**config.mk**
```make
export PLATFORM = sky130hd
export DESIGN_NAME = psum_accum_ctrl_flat
export DESIGN_NICKNAME = d
export VERILOG_FILES = /design/src/rtl/psum_accum_ctrl_if.sv /design/src/rtl/psum_accum_ctrl.sv /design/src/flat_wrapper.sv
export SDC_FILE = /design/constraint.sdc
export NUM_CORES = 1
export LEC_CHECK = 0
export ABC_AREA = 1
export BUFFER_PORTS_ARGS = -buffer_cell sky130_fd_sc_hd__buf_2
export CORE_MARGIN = 4
export CORE_UTILIZATION = 45
export DETAILED_ROUTE_END_ITERATION = 10
export PLACE_DENSITY = 0.67
export SLEW_MARGIN = 20
export SYNTH_ARGS = -nofsm -noshare
export SYNTH_HDL_FRONTEND = slang
export SYNTH_SLANG_ARGS = --single-unit
export TNS_END_PERCENT = 100
```
**constraint.sdc**
```tcl
create_clock -name clk -period 5.4 [get_ports clk]
set_input_delay 0.27 -clock clk [delete_from_list [all_inputs] [get_ports clk]]
set_output_delay 0.27 -clock clk [all_outputs]
set_load 0.02 [all_outputs]
```
**src/rtl/psum_accum_ctrl_if.sv**
```systemverilog
// Partial-sum stream from the conv MAC array into the accumulation controller.
// master: psum producer (drives in_valid/in_psum, samples in_ready)
// slave : psum_accum_ctrl (samples in_valid/in_psum, drives in_ready)
interface psum_accum_ctrl_if #(
  parameter int PSUM_W = 26
);
  logic              in_valid;
  logic              in_ready;
  logic [PSUM_W-1:0] in_psum;

  modport master (output in_valid, output in_psum, input in_ready);
  modport slave  (input in_valid, input in_psum, output in_ready);
endinterface

```
**src/rtl/psum_accum_ctrl.sv**
```systemverilog
// Partial-sum accumulation controller for one output channel.
// Each pass walks NUM_PIX pixels in raster order and does a read-modify-write of
// the OT partial-sum SRAM. On the last channel group it instead adds the bias,
// applies ReLU, requantises and saturates, and writes O0/O1.
// Ports:
//   clk, rst_n                     clock, async active-low reset
//   start, cfg_*                   pass kick-off and its configuration
//   in_if (slave)                  psum stream: in_valid / in_ready / in_psum
//   ot_we/ot_addr/ot_din/ot_dout   OT SRAM (1-cycle synchronous read)
//   bias_addr/bias_dout            bias SRAM (1-cycle synchronous read)
//   o_we0/o_we1/o_addr/o_din       output SRAMs O0 / O1
//   busy, done                     pass in progress / final write retired
module psum_accum_ctrl #(
  parameter int NUM_PIX = 3136,
  parameter int PSUM_W  = 26,
  parameter int OUT_W   = 16
) (
  input  logic              clk,
  input  logic              rst_n,
  input  logic              start,
  input  logic              cfg_first,
  input  logic              cfg_last,
  input  logic [5:0]        cfg_och,
  input  logic [3:0]        cfg_shift,
  psum_accum_ctrl_if.slave  in_if,
  output logic              ot_we,
  output logic [11:0]       ot_addr,
  output logic [PSUM_W-1:0] ot_din,
  input  logic [PSUM_W-1:0] ot_dout,
  output logic [5:0]        bias_addr,
  input  logic [15:0]       bias_dout,
  output logic              o_we0,
  output logic              o_we1,
  output logic [12:0]       o_addr,
  output logic [OUT_W-1:0]  o_din,
  output logic              busy,
  output logic              done
);
  localparam int CW   = 12;
  localparam int MAXV = (1 << (OUT_W - 1)) - 1;

  typedef enum logic [2:0] {IDLE, BIAS_RD, BIAS_CAP, RUN, DRAIN, DONE} state_t;
  state_t state, nxt;

  logic              first_r, last_r;
  logic [5:0]        och_r;
  logic [3:0]        shift_r;
  logic [15:0]       bias_r;
  logic [CW-1:0]     pix, p_r;
  logic [PSUM_W-1:0] psum_r;
  logic              s1_vld;
  logic              acc, last_pix, wr_ot, wr_o;
  logic [PSUM_W-1:0] sum;
  logic [PSUM_W:0]   v, relu, q;
  logic [OUT_W-1:0]  o_val;

  assign last_pix = (pix == CW'(NUM_PIX - 1));
  // Middle passes share the OT port between the S0 read and the S1 write,
  // so a new psum is taken only when S1 is empty.
  assign in_if.in_ready = (state == RUN) && (first_r || last_r || !s1_vld);
  assign acc = in_if.in_valid && in_if.in_ready;

  always_ff @(posedge clk or negedge rst_n)
    if (!rst_n) state <= IDLE;
    else        state <= nxt;

  always_comb begin
    nxt       = state;
    busy      = 1'b0;
    done      = 1'b0;
    bias_addr = '0;
    case (state)
      IDLE:     if (start) nxt = BIAS_RD;
      BIAS_RD:  begin busy = 1'b1; bias_addr = och_r; nxt = BIAS_CAP; end
      BIAS_CAP: begin busy = 1'b1; nxt = RUN; end
      RUN:      begin busy = 1'b1; if (acc && last_pix) nxt = DRAIN; end
      // S1 always holds the final pixel here; its write issues this cycle.
      DRAIN:    begin busy = 1'b1; nxt = DONE; end
      DONE:     begin done = 1'b1; nxt = IDLE; end
      default:  nxt = IDLE;
    endcase
  end

  always_ff @(posedge clk or negedge rst_n) begin
    if (!rst_n) begin
      first_r <= 1'b0;
      last_r  <= 1'b0;
      och_r   <= '0;
      shift_r <= '0;
      bias_r  <= '0;
      pix     <= '0;
      p_r     <= '0;
      psum_r  <= '0;
      s1_vld  <= 1'b0;
    end else begin
      if (state == IDLE && start) begin
        first_r <= cfg_first;
        last_r  <= cfg_last;
        och_r   <= cfg_och;
        shift_r <= cfg_shift;
      end
      if (state == BIAS_CAP) bias_r <= bias_dout;
      s1_vld <= acc;
      if (acc) begin
        psum_r <= in_if.in_psum;
        p_r    <= pix;
        pix    <= last_pix ? '0 : pix + CW'(1);
      end else if (state == DONE) begin
        pix <= '0;
      end
    end
  end

  // S1 arithmetic: psum accumulation wraps at PSUM_W; the bias add is one bit
  // wider so it cannot wrap before ReLU/saturation.
  always_comb begin
    sum   = (first_r ? '0 : ot_dout) + psum_r;
    v     = {sum[PSUM_W-1], sum} + {{(PSUM_W + 1 - 16){bias_r[15]}}, bias_r};
    relu  = v[PSUM_W] ? '0 : v;
    q     = relu >> shift_r;
    o_val = (q > (PSUM_W + 1)'(MAXV)) ? OUT_W'(MAXV) : q[OUT_W-1:0];
  end

  assign wr_ot = s1_vld && !last_r;
  assign wr_o  = s1_vld && last_r;

  always_comb begin
    ot_we   = wr_ot;
    ot_din  = wr_ot ? sum : '0;
    ot_addr = '0;
    if (wr_ot)               ot_addr = p_r;
    else if (acc && !first_r) ot_addr = pix;
    o_we0  = wr_o && !och_r[0];
    o_we1  = wr_o && och_r[0];
    o_addr = wr_o ? 13'(p_r) : '0;
    o_din  = wr_o ? o_val : '0;
  end
endmodule

```
**src/flat_wrapper.sv**
```systemverilog
// flat-port wrapper written by rule: the top's interface ports become plain ports
module psum_accum_ctrl_flat 
#(
  parameter int NUM_PIX = 3136,
  parameter int PSUM_W  = 26,
  parameter int OUT_W   = 16
)
  (clk, rst_n, start, cfg_first, cfg_last, cfg_och, cfg_shift, ot_we, ot_addr, ot_din, ot_dout, bias_addr, bias_dout, o_we0, o_we1, o_addr, o_din, busy, done, in_if_in_valid, in_if_in_psum, in_if_in_ready);
  psum_accum_ctrl_if #(.PSUM_W(PSUM_W)) in_if_i ();
  input  logic clk;
  input  logic rst_n;
  input  logic start;
  input  logic cfg_first;
  input  logic cfg_last;
  input  logic [5:0] cfg_och;
  input  logic [3:0] cfg_shift;
  output logic ot_we;
  output logic [11:0] ot_addr;
  output logic [PSUM_W-1:0] ot_din;
  input  logic [PSUM_W-1:0] ot_dout;
  output logic [5:0] bias_addr;
  input  logic [15:0] bias_dout;
  output logic o_we0;
  output logic o_we1;
  output logic [12:0] o_addr;
  output logic [OUT_W-1:0] o_din;
  output logic busy;
  output logic done;
  input wire logic [$bits(in_if_i.in_valid)-1:0] in_if_in_valid;
  input wire logic [$bits(in_if_i.in_psum)-1:0] in_if_in_psum;
  output wire logic [$bits(in_if_i.in_ready)-1:0] in_if_in_ready;
  assign in_if_i.in_valid = in_if_in_valid;
  assign in_if_i.in_psum = in_if_in_psum;
  assign in_if_in_ready = in_if_i.in_ready;
  psum_accum_ctrl #(.NUM_PIX(NUM_PIX), .PSUM_W(PSUM_W), .OUT_W(OUT_W)) u_core (.clk(clk), .rst_n(rst_n), .start(start), .cfg_first(cfg_first), .cfg_last(cfg_last), .cfg_och(cfg_och), .cfg_shift(cfg_shift), .in_if(in_if_i), .ot_we(ot_we), .ot_addr(ot_addr), .ot_din(ot_din), .ot_dout(ot_dout), .bias_addr(bias_addr), .bias_dout(bias_dout), .o_we0(o_we0), .o_we1(o_we1), .o_addr(o_addr), .o_din(o_din), .busy(busy), .done(done));
endmodule
```
==> impl_metrics.py, run 1 <==
metrics = {
    "timing": {
        "setup_viol": 15,
        "finClkSkew_ns": 0.0100,
        "worst_slack_ns": -0.267,
        "finalCritPeriodShare_pct": 105,
        "finalHoldViolations": 0,
        "maxSlewViolCount": 0,
        "finalCriticalPeriod_ns": 5.67,
        "rsz0062_at_grt": "true",
        "slew-limit-headroom_pct": 26.1,
        "fmax_ghz": 0.176,
        "tightest_slew_ns": 1.11,
        "whs_ns": 0.108,
    },
    "route": {
        "first_pass_iters": 5,
        "routed_wl_mm": 27.2,
        "vias": 9617,
        "wl_per_cell_um": 14.6,
        "drt_iter0_drc": 520,
        "drcViolationCount": 0,
        "detail-route-antenna-nets": 0,
        "viasPerCell": 5.18,
    },
    "place": {
        "port-buffer-count": 160,
        "pre_cts_ws_ns": -0.240,
        "place.gp.congestion": 0.962,
        "dp_hpwl_mm": 19.8,
    },
    "worst_setup_path": {
        "crit_required_ns": 5.13,
        "rr_worst_depth": 11,
        "end_kind": "output port",
        "regToRegEndpoint": "u_core.pix[10]",
        "cp_max_fo": 7,
        "cp-start-kind": "flip-flop",
        "cp-startpoint": "u_core.first_r",
        "critPathMaxStageDelay_ns": 0.41,
        "cp_slowest_cell": "dfrtp_1",
        "worst-setup-path-type": "reg2out",
        "worstPathArrival_ns": 5.40,
        "crit_top_cell": "nand2_1",
        "r2r_setup_slack_ns": 2.69,
        "r2r_start": "u_core.last_r",
        "crit_path_end": "o_din[4]",
    },
    "floorplanning": {
        "core_um2": 18700,
        "die_x_um": 146,
        "die_height_um": 146,
        "fp.dieArea_um2": 21400,
        "pin_count": 163,
        "start_util_pct": 45.9,
        "rows": 50,
    },
    "logic_synthesis": {
        "synth_top_family_by_area": "simple AND/OR/NAND/NOR gates",
        "synth_edf_count": 0,
        "synth_simple_gate_area_share_pct": 37.5,
        "synth-compound-area-share_pct": 11.0,
        "synth_adder_area_share_pct": 8.48,
        "synth_top_cell_area_share_pct": 23.9,
        "synth.avg_cell_area_um2": 6.20,
        "synthMuxAreaShare_pct": 2.23,
        "synth-seq-cells": 82,
        "yosysSeqAreaShare_pct": 23.9,
        "ys.flop_type": "dfrtp_1",
        "yosys.area_share.xor_xnor_pct": 3.77,
        "synth_area_um2": 8590,
        "ys_warn_count": 0,
        "synth_top_cell_by_area": "dfrtp_1",
        "ys_types": 49,
        "yosys-top-cells-area": "dfrtp_1, nand2_1, inv_1, ha_1, nand3_1",
        "synthArstFlopShare_pct": 100,
        "syn_inst": 1384,
    },
    "finish": {
        "drive_gt1_share_pct": 33.3,
        "final_util_pct": 63.2,
        "final_nets": 1760,
        "diodes": 0,
        "area_growth_pct": 37.6,
    },
    "global_route": {
        "grt-ovfl-total": 0,
        "track_usage_pct": 23.9,
        "antenna_found_initial": 0,
        "grt_start_max_net_pins": 60,
        "grt_pass1_wl_mm": 43.4,
        "grt_pass1_vias": 9136,
    },
    "flow_run": {
        "cap_violations": 0,
    },
    "cts": {
        "root_buffer": "clkbuf_16",
        "cts_buffers": 9,
        "htree_levels": 3,
        "clk_path_buf_depth": 2,
        "cts_tree": "done",
        "cts.clk_slew.worst_paths_ns": 0.07,
        "clkSinkCount": 82,
        "clock_latency_ns": 0.35,
    },
    "min_path": {
        "min_path_type": "in2reg",
    },
    "status": {
        "status": "complete, but fails checks",
        "violations": "setup timing",
    },
}
placed cells by master, fill, tap and decap left out, types with 42 or more instances in the layout:
cell / Yosys / final
nand2_1: 410 / 352
a21oi_1: 65 / 47
buf_2: 5 / 145
dfrtp_1: 82 / 82
nand2_2: 8 / 51
nand3_1: 133 / 103
nor2_1: 125 / 107
nand3_2: 15 / 42
inv_1: 225 / 211
buf_4: 2 / 98
worst max-delay path, delay by kind of cell (launching register included):
family / cells / cell delay, ns
AND/OR/NAND/NOR: 25 / 2.32
AO/OA/AOI/OAI: 7 / 1.23
buffers and inverters: 5 / 0.56
adder cells (fa/ha/maj): 2 / 0.53
flip-flops: 1 / 0.41
through the flow:
step / setup TNS [ns] / cells / cell area [um2]
6_report: -3.70 / 1858 / 11800
5_1_grt: -8.23 / 1858 / 11800
4_1_cts: -2.52 / 1840 / 10900
3_5_place_dp: -3.38 / 1805 / 10000
3_3_place_gp: -1.57 / 1805 / 10000
2_1_floorplan: 0 / 1385 / 8590
cells by family after synthesis:
family | after synthesis
AND/OR/NAND/NOR | 742
buffers and inverters | 285
AO/OA/AOI/OAI | 163
flip-flops | 82
adder cells (fa/ha/maj) | 57
XOR/XNOR | 37
multiplexers | 17
other | 1
state kept, by name (all words and copies together) (netlist names):
name and cells:
u_core.bias_r 16, u_core.first_r 1, u_core.p_r 12, u_core.last_r 1
u_core.psum_r 26, u_core.shift_r 4, u_core.s1_vld 1, u_core.state 3
u_core.pix 12, u_core.och_r 6
synthesized netlist by cell type, types with 2 or more instances:
master,instances
nand3_1,133
inv_1,225
nand3_2,15
a21oi_1,65
buf_2,5
ha_1,55
o22ai_1,17
clkbuf_1,29
o21ai_1,7
buf_6,6
o221ai_1,2
nand2_1,410
o31ai_1,3
a31oi_1,3
nor2_4,2
fa_1,2
inv_2,9
nor2_2,5
and2_1,4
buf_4,2
nand4_1,14
or2_2,7
buf_1,6
a21o_1,6
nor2_1,125
xnor2_1,14
xor2_1,23
nand2_2,8
nor4_1,2
o211ai_1,12
dfrtp_1,82
clkinv_1,3
o32ai_1,2
o21ai_0,34
nor3_1,10
nand3b_1,2
o21bai_1,7
mux2_2,17
layer usage:
metal	wire length, um	share of wire [%]	global-route usage (%)	up-vias
met5	0	0	0	-
met4	588	2.2	5.27	0
met3	1290	4.8	2.89	52
met2	13100	48	41.6	279
met1	12200	45	31.8	4435
li1	-	-	-	4851
worst min path at each step:
| stage | end | cells after the start | from | slack (ns) |
|---|---|---|---|---|
| floorplan | u_core.bias_r[0] | 0 | rst_n | -0.03 |
| global placement | u_core.psum_r[9] | 1 | rst_n | 0.19 |
| detailed placement | u_core.psum_r[9] | 1 | rst_n | 0.20 |
| CTS | u_core.psum_r[12] | 3 | in_if_in_psum[12] | 0.10 |
| global route | u_core.psum_r[12] | 3 | in_if_in_psum[12] | 0.11 |
| finish | u_core.psum_r[12] | 3 | in_if_in_psum[12] | 0.11 |
area by class of cell:
class,count,area (um2)
fillers,1720,6890
multi-input cells,1021,6490
flip-flops and latches,82,2050
repair buffers,268,1750
inverters,237,890
well taps,234,293
clock buffers,9,225
clock inverters,7,106
what timing repair did:
action	in CTS	in global routing
pin swaps	43	78
endpoints found under the setup margin	15	15
cloned	2	1
gates resized for setup	108	179
hold buffers	1	0
setup buffers	16	18
hold endpoints to repair	23	0
Power of run 1 is not shown: default switching activity piles up to over one toggle a cycle in this logic, so the estimate is an artifact.
==> inputs of run 2 (changes only) <==
--- a/config.mk
+++ b/config.mk
@@ -7,10 +7,12 @@
 export LEC_CHECK = 0
 export ABC_AREA = 1
 export BUFFER_PORTS_ARGS = -buffer_cell sky130_fd_sc_hd__buf_2
+export CORE_ASPECT_RATIO = 0.8
 export CORE_MARGIN = 4
 export CORE_UTILIZATION = 45
 export DETAILED_ROUTE_END_ITERATION = 10
 export PLACE_DENSITY = 0.67
+export SKIP_CTS_REPAIR_TIMING = 1
 export SLEW_MARGIN = 20
 export SYNTH_ARGS = -nofsm -noshare
 export SYNTH_HDL_FRONTEND = slang
==> impl_metrics.py, run 2 (synthesized netlist as in run 1, its figures left out) <==
metrics = {
    "floorplanning": {
        "fp.dieArea_um2": 21400,
        "rows": 44,
        "core_um2": 18400,
        "pin_count": 163,
        "die_height_um": 132,
        "start_util_pct": 46.6,
        "die_x_um": 162,
    },
    "worst_setup_path": {
        "cp_max_fo": 7,
        "r2r_setup_slack_ns": 2.71,
        "crit_family": "simple AND/OR/NAND/NOR gates",
        "worstPathArrival_ns": 5.63,
        "cp-start-kind": "flip-flop",
        "rr_worst_depth": 11,
        "regToRegEndpoint": "u_core.pix[10]",
        "crit_cells": 39,
        "path_buf_inv": 9,
        "cp_slowest_cell": "dfrtp_2",
        "r2r_start": "u_core.s1_vld",
        "worst-setup-path-type": "reg2out",
        "critPathMaxStageDelay_ns": 0.44,
        "crit_top_cell": "nand2_1",
        "crit_required_ns": 5.13,
        "end_kind": "output port",
    },
    "global_route": {
        "track_usage_pct": 22.3,
        "grt_start_max_net_pins": 61,
        "grt-ovfl-total": 0,
        "grt_pass1_vias": 8615,
        "grt_pass1_wl_mm": 40.3,
        "antenna_found_initial": 1,
    },
    "timing": {
        "setup_viol": 15,
        "maxSlewViolCount": 0,
        "finalCriticalPeriod_ns": 5.90,
        "finClkSkew_ns": 0.00961,
        "finalCritPeriodShare_pct": 109,
        "finalHoldViolations": 0,
        "worst_slack_ns": -0.496,
        "whs_ns": 0.114,
        "tightest_slew_ns": 1.03,
        "slew-limit-headroom_pct": 31.2,
        "rsz0062_at_grt": "true",
        "fmax_ghz": 0.170,
    },
    "cts": {
        "clkSinkCount": 82,
        "htree_levels": 3,
        "root_buffer": "clkbuf_16",
        "cts_buffers": 9,
        "cts.clk_slew.worst_paths_ns": 0.07,
        "clk_path_buf_depth": 2,
        "cts_tree": "done",
        "clock_latency_ns": 0.35,
    },
    "place": {
        "dp_hpwl_mm": 19.3,
        "place.gp.congestion": 0.923,
        "port-buffer-count": 160,
    },
    "finish": {
        "mostFrequentLayoutCells": "nand2_1, inv_1, buf_2, nor2_1, nand3_1",
        "largestRegisters": "u_core.psum_r: 26 flops, u_core.bias_r: 16 flops",
        "final_util_pct": 62.8,
        "drive_gt1_share_pct": 30.2,
        "fillers": 1674,
        "largest_reg_flops": 26,
        "regArea_um2": 2050,
        "top_register": "u_core.psum_r",
        "final_common_cell": "nand2_1",
        "area_growth_pct": 34.8,
        "diodes": 0,
        "final_nets": 1755,
        "multi_input_area_um2": 6240,
    },
    "route": {
        "wl_per_cell_um": 13.9,
        "vias": 9608,
        "detail-route-antenna-nets": 0,
        "drt_iter0_drc": 645,
        "first_pass_iters": 7,
        "viasPerCell": 5.13,
        "drcViolationCount": 0,
        "routed_wl_mm": 26.0,
    },
    "status": {
        "status": "complete, but fails checks",
        "violations": "setup timing",
    },
    "min_path": {
        "holdCritStartpoint": "in_if_in_psum[22]",
        "worstHoldEndpoint": "u_core.psum_r[22]",
        "min_path_type": "in2reg",
        "whs_path_depth": 3,
    },
    "flow_run": {
        "cap_violations": 0,
    },
}
[run 2: final cells by class]
| class | count | area share [%] |
|---|---|---|
| timing repair buffer | 263 | 15.3 |
| multi-input combinational | 1021 | 53.9 |
| tap | 253 | 2.73 |
| clock inverter | 7 | 0.702 |
| clock buffer | 9 | 1.95 |
| sequential | 82 | 17.7 |
| inverter | 237 | 7.68 |
[run 2: per-layer routing]
| layer | wire length [um] | global-route usage (%) |
|---|---|---|
| met3 | 1920 | 4.88 |
| met4 | 436 | 5.31 |
| met1 | 12000 | 32.2 |
| met5 | 13 | 0 |
| met2 | 11600 | 33.9 |
[run 2: worst min-delay path, cell delays in order]
cell	delay (ns)
buf_2	0.08
nand2_1	0.04
nand2_1	0.04
[run 2: worst max-delay path by stage]
stage,startpoint,endpoint,slack (ns)
final,u_core.first_r,o_din[11],-0.50
after global routing,u_core.first_r,o_din[11],-0.90
after CTS,u_core.first_r,o_din[4],-0.61
after detailed placement,u_core.first_r,o_din[4],-0.23
after global placement,u_core.first_r,o_din[3],-0.06
after floorplan,u_core.first_r,o_din[9],0.29
[run 2: stage by stage]
| stage | area [um2] | setup TNS (ns) | cells | setup slack, ns |
|---|---|---|---|---|
| 2_1_floorplan | 8590 | 0 | 1385 | 0.293 |
| 5_1_grt | 11600 | -13.22 | 1872 | -0.902 |
| 6_report | 11600 | -7.09 | 1872 | -0.496 |
| 4_1_cts | 10400 | -8.82 | 1843 | -0.609 |
| 3_3_place_gp | 10100 | -0.597 | 1827 | -0.0596 |
| 3_5_place_dp | 10100 | -3.05 | 1827 | -0.226 |
Power of run 2 is left out for the same reason.
